### src/rtl/riscv_wb_pkg.sv
// Shared writeback types: the register-file write beat and the arbitration source.
package riscv_wb_pkg;

  localparam int XLEN       = 32;
  localparam int REG_ADDR_W = 5;

  localparam logic [REG_ADDR_W-1:0] REG_ZERO = '0;

  typedef struct packed {
    logic [REG_ADDR_W-1:0] rd;
    logic [XLEN-1:0]       data;
  } wb_entry_t;

  typedef enum logic [1:0] {
    SRC_NONE = 2'd0,
    SRC_ALU  = 2'd1,
    SRC_FIFO = 2'd2
  } wb_src_e;

endpackage

### src/rtl/wb_fifo.sv
// Small synchronous FIFO for LSU results. Depth is a power of two; pointers carry
// one extra wrap bit so full and empty are distinguishable without a counter.
module wb_fifo
  import riscv_wb_pkg::*;
#(
  parameter int  Q_DEPTH = 2,
  parameter type entry_t = wb_entry_t
) (
  input  logic   clk,
  input  logic   rst,
  input  logic   push,
  input  entry_t push_data,
  input  logic   pop,
  output logic   full,
  output logic   empty,
  output entry_t head
);

  localparam int IDX_W = $clog2(Q_DEPTH);
  localparam int PTR_W = IDX_W + 1;

  entry_t           r_mem [Q_DEPTH];
  logic [PTR_W-1:0] r_wr_ptr;
  logic [PTR_W-1:0] r_rd_ptr;

  // NOTE: sequential state is updated with non-blocking assignments so every
  // flop samples pre-edge values regardless of block ordering.
  always_ff @(posedge clk) begin
    if (rst) begin
      r_wr_ptr <= '0;
      r_rd_ptr <= '0;
    end else begin
      if (push) r_wr_ptr <= r_wr_ptr + PTR_W'(1);
      if (pop)  r_rd_ptr <= r_rd_ptr + PTR_W'(1);
    end
  end

  // NOTE: the storage array is deliberately not reset; the pointers alone decide
  // which entries are live, so resetting data would only cost reset routing.
  always_ff @(posedge clk) begin
    if (push) r_mem[r_wr_ptr[IDX_W-1:0]] <= push_data;
  end

  assign empty = (r_wr_ptr == r_rd_ptr);
  assign full  = (r_wr_ptr[PTR_W-1] != r_rd_ptr[PTR_W-1]) &&
                 (r_wr_ptr[IDX_W-1:0] == r_rd_ptr[IDX_W-1:0]);
  assign head  = r_mem[r_rd_ptr[IDX_W-1:0]];

  a_no_overflow: assert property (@(posedge clk) disable iff (rst) !(push && full));
  a_no_underflow: assert property (@(posedge clk) disable iff (rst) !(pop && empty));

endmodule

### src/rtl/writeback_arbiter.sv
// Owns the register-file write port: arbitrates ALU results against buffered LSU
// results, registers the write beat and tracks long-latency destinations as busy.
module writeback_arbiter #(
  parameter int XLEN       = 32,
  parameter int REG_ADDR_W = 5,
  parameter int Q_DEPTH    = 2
) (
  input  logic                  clk,
  input  logic                  rst,
  input  logic                  alu_valid,
  input  logic [REG_ADDR_W-1:0] alu_rd,
  input  logic [XLEN-1:0]       alu_data,
  output logic                  wb_stall,
  input  logic                  lsu_valid,
  output logic                  lsu_ready,
  input  logic [REG_ADDR_W-1:0] lsu_rd,
  input  logic [XLEN-1:0]       lsu_data,
  input  logic                  issue_long,
  input  logic [REG_ADDR_W-1:0] issue_rd,
  input  logic [REG_ADDR_W-1:0] rs1,
  input  logic [REG_ADDR_W-1:0] rs2,
  input  logic [REG_ADDR_W-1:0] dec_rd,
  output logic                  dec_stall,
  output logic                  RegWrite,
  output logic [REG_ADDR_W-1:0] rd,
  output logic [XLEN-1:0]       write_data
);

  import riscv_wb_pkg::*;

  typedef struct packed {
    logic [REG_ADDR_W-1:0] rd;
    logic [XLEN-1:0]       data;
  } entry_t;

  localparam int                    NREGS    = 2 ** REG_ADDR_W;
  localparam logic [REG_ADDR_W-1:0] ZERO_IDX = REG_ADDR_W'(REG_ZERO);
  localparam logic [NREGS-1:0]      X0_MASK  = {{(NREGS-1){1'b1}}, 1'b0};

  logic    w_full;
  logic    w_empty;
  logic    w_push;
  logic    w_pop;
  entry_t  w_head;
  entry_t  w_lsu_entry;
  entry_t  w_win;
  wb_src_e w_src;

  logic                  r_reg_write;
  logic [REG_ADDR_W-1:0] r_rd;
  logic [XLEN-1:0]       r_write_data;

  logic [NREGS-1:0] r_busy;
  logic [NREGS-1:0] w_busy_set;
  logic [NREGS-1:0] w_busy_clr;

  assign lsu_ready   = !w_full && !rst;
  assign w_push      = lsu_valid && lsu_ready;
  assign w_lsu_entry = '{rd: lsu_rd, data: lsu_data};

  wb_fifo #(
    .Q_DEPTH (Q_DEPTH),
    .entry_t (entry_t)
  ) u_fifo (
    .clk       (clk),
    .rst       (rst),
    .push      (w_push),
    .push_data (w_lsu_entry),
    .pop       (w_pop),
    .full      (w_full),
    .empty     (w_empty),
    .head      (w_head)
  );

  // A full FIFO drains first so the LSU is never blocked indefinitely by ALU traffic.
  // NOTE: every signal driven in always_comb gets a default first, so no path
  // leaves it unassigned and no latch is inferred.
  always_comb begin
    w_src = SRC_NONE;
    if (w_full)        w_src = SRC_FIFO;
    else if (alu_valid) w_src = SRC_ALU;
    else if (!w_empty)  w_src = SRC_FIFO;
  end

  always_comb begin
    w_win = w_head;
    if (w_src == SRC_ALU) w_win = '{rd: alu_rd, data: alu_data};
  end

  assign w_pop    = (w_src == SRC_FIFO) && !rst;
  assign wb_stall = w_full;

  always_ff @(posedge clk) begin
    if (rst) begin
      r_reg_write  <= 1'b0;
      r_rd         <= '0;
      r_write_data <= '0;
    end else begin
      r_reg_write <= (w_src != SRC_NONE) && (w_win.rd != ZERO_IDX);
      if (w_src != SRC_NONE) begin
        r_rd         <= w_win.rd;
        r_write_data <= w_win.data;
      end
    end
  end

  assign RegWrite   = r_reg_write;
  assign rd         = r_rd;
  assign write_data = r_write_data;

  // Clear follows the registered write so dec_stall drops exactly when the
  // register file can return the new value; a coincident set takes priority.
  always_comb begin
    w_busy_set = '0;
    w_busy_clr = '0;
    if (r_reg_write)                          w_busy_clr[r_rd]     = 1'b1;
    if (issue_long && (issue_rd != ZERO_IDX)) w_busy_set[issue_rd] = 1'b1;
  end

  always_ff @(posedge clk) begin
    if (rst) r_busy <= '0;
    else     r_busy <= ((r_busy & ~w_busy_clr) | w_busy_set) & X0_MASK;
  end

  assign dec_stall = r_busy[rs1] | r_busy[rs2] | r_busy[dec_rd];

  a_issue_not_busy: assert property (@(posedge clk) disable iff (rst)
    (issue_long && (issue_rd != ZERO_IDX)) |-> !r_busy[issue_rd]);

endmodule

### config.mk
export PLATFORM = sky130hd
export DESIGN_NAME = writeback_arbiter
export DESIGN_NICKNAME = d
export VERILOG_FILES = /design/src/rtl/riscv_wb_pkg.sv /design/src/rtl/wb_fifo.sv /design/src/rtl/writeback_arbiter.sv
export SDC_FILE = /design/constraint.sdc
export NUM_CORES = 1
export LEC_CHECK = 0
export BUFFER_PORTS_ARGS = -buffer_cell sky130_fd_sc_hd__buf_2
export CORE_MARGIN = 4
export CORE_UTILIZATION = 35
export CTS_BUF_LIST = sky130_fd_sc_hd__clkbuf_4 sky130_fd_sc_hd__clkbuf_8 sky130_fd_sc_hd__clkbuf_16
export DETAILED_ROUTE_END_ITERATION = 10
export SYNTH_ARGS = -nofsm -noshare
export SYNTH_HDL_FRONTEND = slang
export SYNTH_SLANG_ARGS = --single-unit
export TNS_END_PERCENT = 50
### constraint.sdc
create_clock -name clk -period 7.7 [get_ports clk]
set_input_delay 1.155 -clock clk [delete_from_list [all_inputs] [get_ports clk]]
set_output_delay 1.155 -clock clk [all_outputs]
set_load 0.03 [all_outputs]
Word level (Yosys, flattened, before mapping)
Memory sizes are Yosys's and may differ from the RTL's. A register that Yosys moved wholly into a read port is not among the register bits.
Index checks and enable logic that the tools add are counted.
- flip-flop bits (word level): 74
- latch bits: 0
- bits in writable memories: 74
- memory bits (read-only): 0
- input port bits: 99
- output and inout port bits: 41
- logic and storage cells: 60
- memories kept: 1
- add/sub/neg operators: 2
- multipliers: 0
- div/mod/pow operators: 0
- $lt $le $gt $ge: 7
- eq/ne operators: 5
- shift operators: 0
- muxes and demuxes: 20
- bitwise logic cells: 5
- reduce and logical (&&, ||, !) cells: 13
- memories (memory ; words ; width ; rd ports ; clocked after memory_dff ; wr ports ; RTL line ; text):
    u_fifo.r_mem ; 2 ; 37 ; 1 ; 1 ; 1 ; wb_fifo.sv:22 ; entry_t r_mem [Q_DEPTH];
- operators with widths (operator ; number):
    two-way mux 32 bit ; 2
    two-way mux 37 bit ; 1
    AND 32 bit ; 1
    NOT 32 bit ; 1
    OR 32 bit ; 1
    < comparator 5 x 6 -> 1 bit (second input constant) ; 5
    binary-select mux 1 bit (select 5 bit) ; 3
    demux 1 bit (select 5 bit) ; 2
    >= comparator 5 x 1 -> 1 bit (second input constant) ; 2
    nonzero test 5 bit ; 2
    two-way mux 1 bit ; 9
    logical AND 1 bit ; 8
    two-way mux 2 bit ; 3
    adder 2 x 1 -> 2 bit (second input constant) ; 2
    equality test 2 x 1 -> 1 bit (second input constant) ; 1
    equality test 2 bit ; 1
    equality test 2 bit (second input constant) ; 1
    zero test 1 bit ; 2
    OR 1 bit ; 2
    nonzero test 2 bit ; 1
    equality test 1 bit ; 1
    != test 1 bit ; 1

Longest topological paths before layout
- word-level depth: 8
- gate-level depth with buffers: 7
- mapped depth without buffers: 5

Hierarchy
From an unflattened synthesis, not the netlist that was laid out.
- cell total of the unflattened synthesis: 653
- area total of the unflattened synthesis: 7048.0 um2
- modules (own cells, without submodules) (module ; instances ; cells an instance ; area each (um2) ; seq. area each (um2)):
    writeback_arbiter ; 1 ; 516 ; 4012.6 ; 1381.3
    wb_fifo ; 1 ; 137 ; 3035.4 ; 2322.2

Worst setup path after synthesis
OpenSTA, ideal clock, no wires.
- kind: input to output
- start: in rs2[1]
- end: out dec_stall
- arrival time: 2.839 ns
- data required time: 6.545 ns
- slack: 3.706 ns
- stages on the path: 6
- buffers on the path: 1
- path through: buf_2 -> mux4_2 -> nand2b_1 -> and3_1 -> a2111oi_4 -> nand4_1
- word-level cells in the longest chain between the ends: 4
- ends and longest elaborated chain (item ; RTL line ; text):
    from (decl) ; writeback_arbiter.sv:21 ; input logic [REG_ADDR_W-1:0] rs2,
    binary-select mux 1 bit (select 5 bit) ; writeback_arbiter.sv:125 ; assign dec_stall = r_busy[rs1] | r_busy[rs2] | r_busy[dec_rd];
    two-way mux 1 bit (implied by the code) ; writeback_arbiter.sv:125 ;
    OR 1 bit (2 in a row) ; writeback_arbiter.sv:125 ;
    to (decl) ; writeback_arbiter.sv:23 ; output logic dec_stall,
No other way between the ends. The select of a mux whose other input is x is not followed.

Worst setup path in the final report
- start: in dec_rd[0]
- end: out dec_stall
- word-level cells in the longest chain between the ends: 3
- ends and longest elaborated chain (item ; RTL line ; text):
    from (decl) ; writeback_arbiter.sv:22 ; input logic [REG_ADDR_W-1:0] dec_rd,
    binary-select mux 1 bit (select 5 bit) ; writeback_arbiter.sv:125 ;
    two-way mux 1 bit (implied by the code) ; writeback_arbiter.sv:125 ;
    OR 1 bit ; writeback_arbiter.sv:125 ;
No other way between the ends. The select of a mux whose other input is x is not followed.

==> flow_summary.toml <==
[clock_tree]
cts-buffers-inserted = 17
cts-htree-levels = 4
cts.sinks = 148
root_buffer = "clkbuf_16"
clk_transition_reported_paths_ns = 0.06
cts_repair_resize_count = 0
clock_latency_ns = 0.41
cts_tree = "yes"
cts_hold_buf = 0
post_cts_buffers = 0
clock_path_buffers = 2

[critical_path]
critPathMaxFanout = 11
start_kind = "input port"
cp.required_ns = 6.55
reg2reg_to = "u_fifo.r_mem[1][35]"
reg2reg_from = "u_fifo.r_wr_ptr[0]"
reg2reg_slack_ns = 5.16
arrival_ns = 3.02
end_kind = "output port"
critPathKind = "input port to output port"
reg2reg_depth = 3

[logic_synthesis]
synthXorXnorAreaFrac_pct = 0.6589
syn_inst = 594
synth_top_family_by_area = "multiplexers"
synth_cell_types = 48
synth-simple-area-share_pct = 11.58
synth.ff_latch_count = 148
synth_top_area_share_pct = 33.43
synth_edf_count = 74
synthArstFlopShare_pct = 0
synthAdderAreaFrac_pct = 0
ys_seq_area_share_pct = 55.72
synth_top_area_cell = "edfxtp_1"
avgSynthCellArea_um2 = 11.19
yosys-top-cells-area = "edfxtp_1 33%, dfxtp_1 22%, mux2i_1 6.9%"
yosys_warnings = 0
syn-num-nets = 693
ys.flop_type = "edfxtp_1"
synth_compound_area_share_pct = 13.95
netlist_area_mm2 = 0.006646
synthMuxAreaShare_pct = 15.29

[global_routing]
gr-total-overflow = 0
grt_max_degree = 76
grt_pass1_vias = 5072
antenna_found_initial = 6
grt_usage_pct = 16.03
grt_pass1_wl_mm = 27.26

[pwr]
clkPwrFrac_pct = 41.3
power.share.switching_pct = 27.17
p_sw_mw = 0.5998
power_density_mw_per_mm2 = 269.6
p_int_mw = 1.608
peakVddDrop_uv = 146.5
static-leakage-power_nw = 3.065
seqPwrFrac_pct = 41.8
pwr-share-comb_pct = 16.9

[finish]
syn_to_final_growth_pct = 23.19
layout.nets = 817
drive_gt1_share_pct = 29.27
fin_util_pct = 43.77

[timing]
worst_pin_slew_ns = 1.009
finalSetupViolations = 0
skew_ns = 0.007967
max_clock_freq_mhz = 239.3
period_needed_ns = 4.179
finalCritPeriodShare_pct = 54.27
rsz0062_at_grt = "no"
whs_ns = 0.4490
slew_viol_final = 0
final_hold_viol_count = 0
relSlewSlack_pct = 32.70
setup_tns_ns = 0

[detailed_routing]
wire_per_inst_um = 17.69
route.detailed.drc = 0
first_iter_violations = 345
routed_wl_mm = 17.09
vias = 5043
drt-pass1-iter-count = 4
ant_nets = 0
via_per_inst = 5.220

[status]
status = "finished clean"

[die]
die_area_mm2 = 0.02126
die_h_um = 145.8
placementRows = 50
start_util_pct = 35.53
core_mm2 = 0.01871
io_pins = 140
die_w_um = 145.8

[place]
hpwlAfterDp_mm = 11.38
port_buffers = 139
gp_congestion = 0.8458

[min_path]
whs_endpoint = "write_data[16]"
worstHoldPathCells = 2
hp-class = "flop to flop"
min_from = "write_data[16]"

[job]
drv_cap = 0
logic make-up after synthesis:
family          count (synthesis)
compound gates                154
xor+xnor                        5
buf+inv                        43
flops                         148
mux                            75
simple gates                  169
flip-flops by register name, summed over array words and instances (netlist names), named ones only:
register,count
u_fifo.r_rd_ptr,2
rd,5
u_fifo.r_mem,74
u_fifo.r_wr_ptr,2
r_busy,31
write_data,32
RegWrite,1
synthesized netlist by cell type (3+ instances only):
master,number
inv_1,3
o21ai_0,35
nor3_1,3
nor3b_1,7
dfxtp_1,74
o211ai_1,34
nor2_1,12
nand2b_1,3
a211oi_1,3
mux4_2,16
buf_2,14
mux4_1,3
edfxtp_1,74
or3b_2,3
mux2i_1,46
buf_1,3
and3_1,5
a21oi_1,69
mux2_2,9
nand3b_1,7
clkbuf_1,22
nand2_1,115
xor2_1,3
nand3_1,3
power groups by stage:
stage	Sequential (mW)	Clock [mW]	Combinational, mW
floorplan	0.992	0	0.201
global placement	0.938	0	0.374
detailed placement	0.938	0	0.377
CTS	0.923	0.931	0.379
global route	0.929	0.966	0.409
finish	0.923	0.912	0.373
per-stage QoR:
step | setup slack (ns) | total power [mW] | instance area [um2] | std cells
3_5_place_dp | 3.508 | 1.315 | 7527 | 933
2_1_floorplan | 3.706 | 1.193 | 6646 | 594
6_report | 3.521 | 2.207 | 8188 | 966
3_3_place_gp | 3.513 | 1.312 | 7527 | 933
4_1_cts | 3.506 | 2.233 | 8185 | 965
5_1_grt | 3.413 | 2.305 | 8188 | 966
worst max-delay path, cell delays in order:
cell and delay, ns:
buf_2 0.22, mux4_1 0.57, mux2_4 0.27, and3_4 0.18, a2111oi_4 0.30, nand4_1 0.12
buf_2 0.20
how the worst max path moves through the flow:
stage	startpoint	slack, ns	cells after the start	endpoint
3_3_place_gp	dec_rd[0]	3.51	7	dec_stall
3_5_place_dp	dec_rd[0]	3.51	7	dec_stall
2_1_floorplan	rs2[1]	3.71	6	dec_stall
4_1_cts	dec_rd[0]	3.51	7	dec_stall
6_report	dec_rd[0]	3.52	7	dec_stall
5_1_grt	dec_rd[0]	3.41	7	dec_stall
placed cells by master, fill, tap and decap left out, types with 2 or more instances in the layout:
master / count
nand3b_1: 7
or3b_2: 3
and3b_1: 2
clkbuf_16: 18
edfxtp_1: 74
nand3_1: 3
o21ai_0: 35
nand2b_1: 3
a211oi_1: 3
clkbuf_4: 2
inv_6: 3
nor3_1: 2
nor2_1: 11
bufinv_16: 4
and3_1: 4
xor2_1: 3
o211ai_1: 34
or3_1: 2
dfxtp_1: 73
buf_2: 139
a21oi_1: 69
mux2i_1: 46
mux4_1: 3
inv_1: 3
nor3b_1: 7
mux4_2: 16
mux2_2: 9
buf_4: 6
nor4_1: 2
clkbuf_8: 2
nand2_1: 115
xnor2_1: 2
per-layer routing:
metal	track usage, %	up-vias	wire length [um]
met1	20.06	2376	7202
met3	6.478	29	1588
met4	5.176	10	238
met2	25.40	165	7998
met5	0	-	65
li1	-	2463	-
area by class of cell:
class	count	area, um2
diodes	1	2.502
clock buffers	22	493.0
clock inverters	10	165.2
fillers	1771	10520
inverters	3	11.26
multi-input cells	403	2778
flip-flops and latches	148	3705
well taps	234	292.8
repair buffers	145	740.7
No activity file was read; power rests on OpenSTA's default activity.
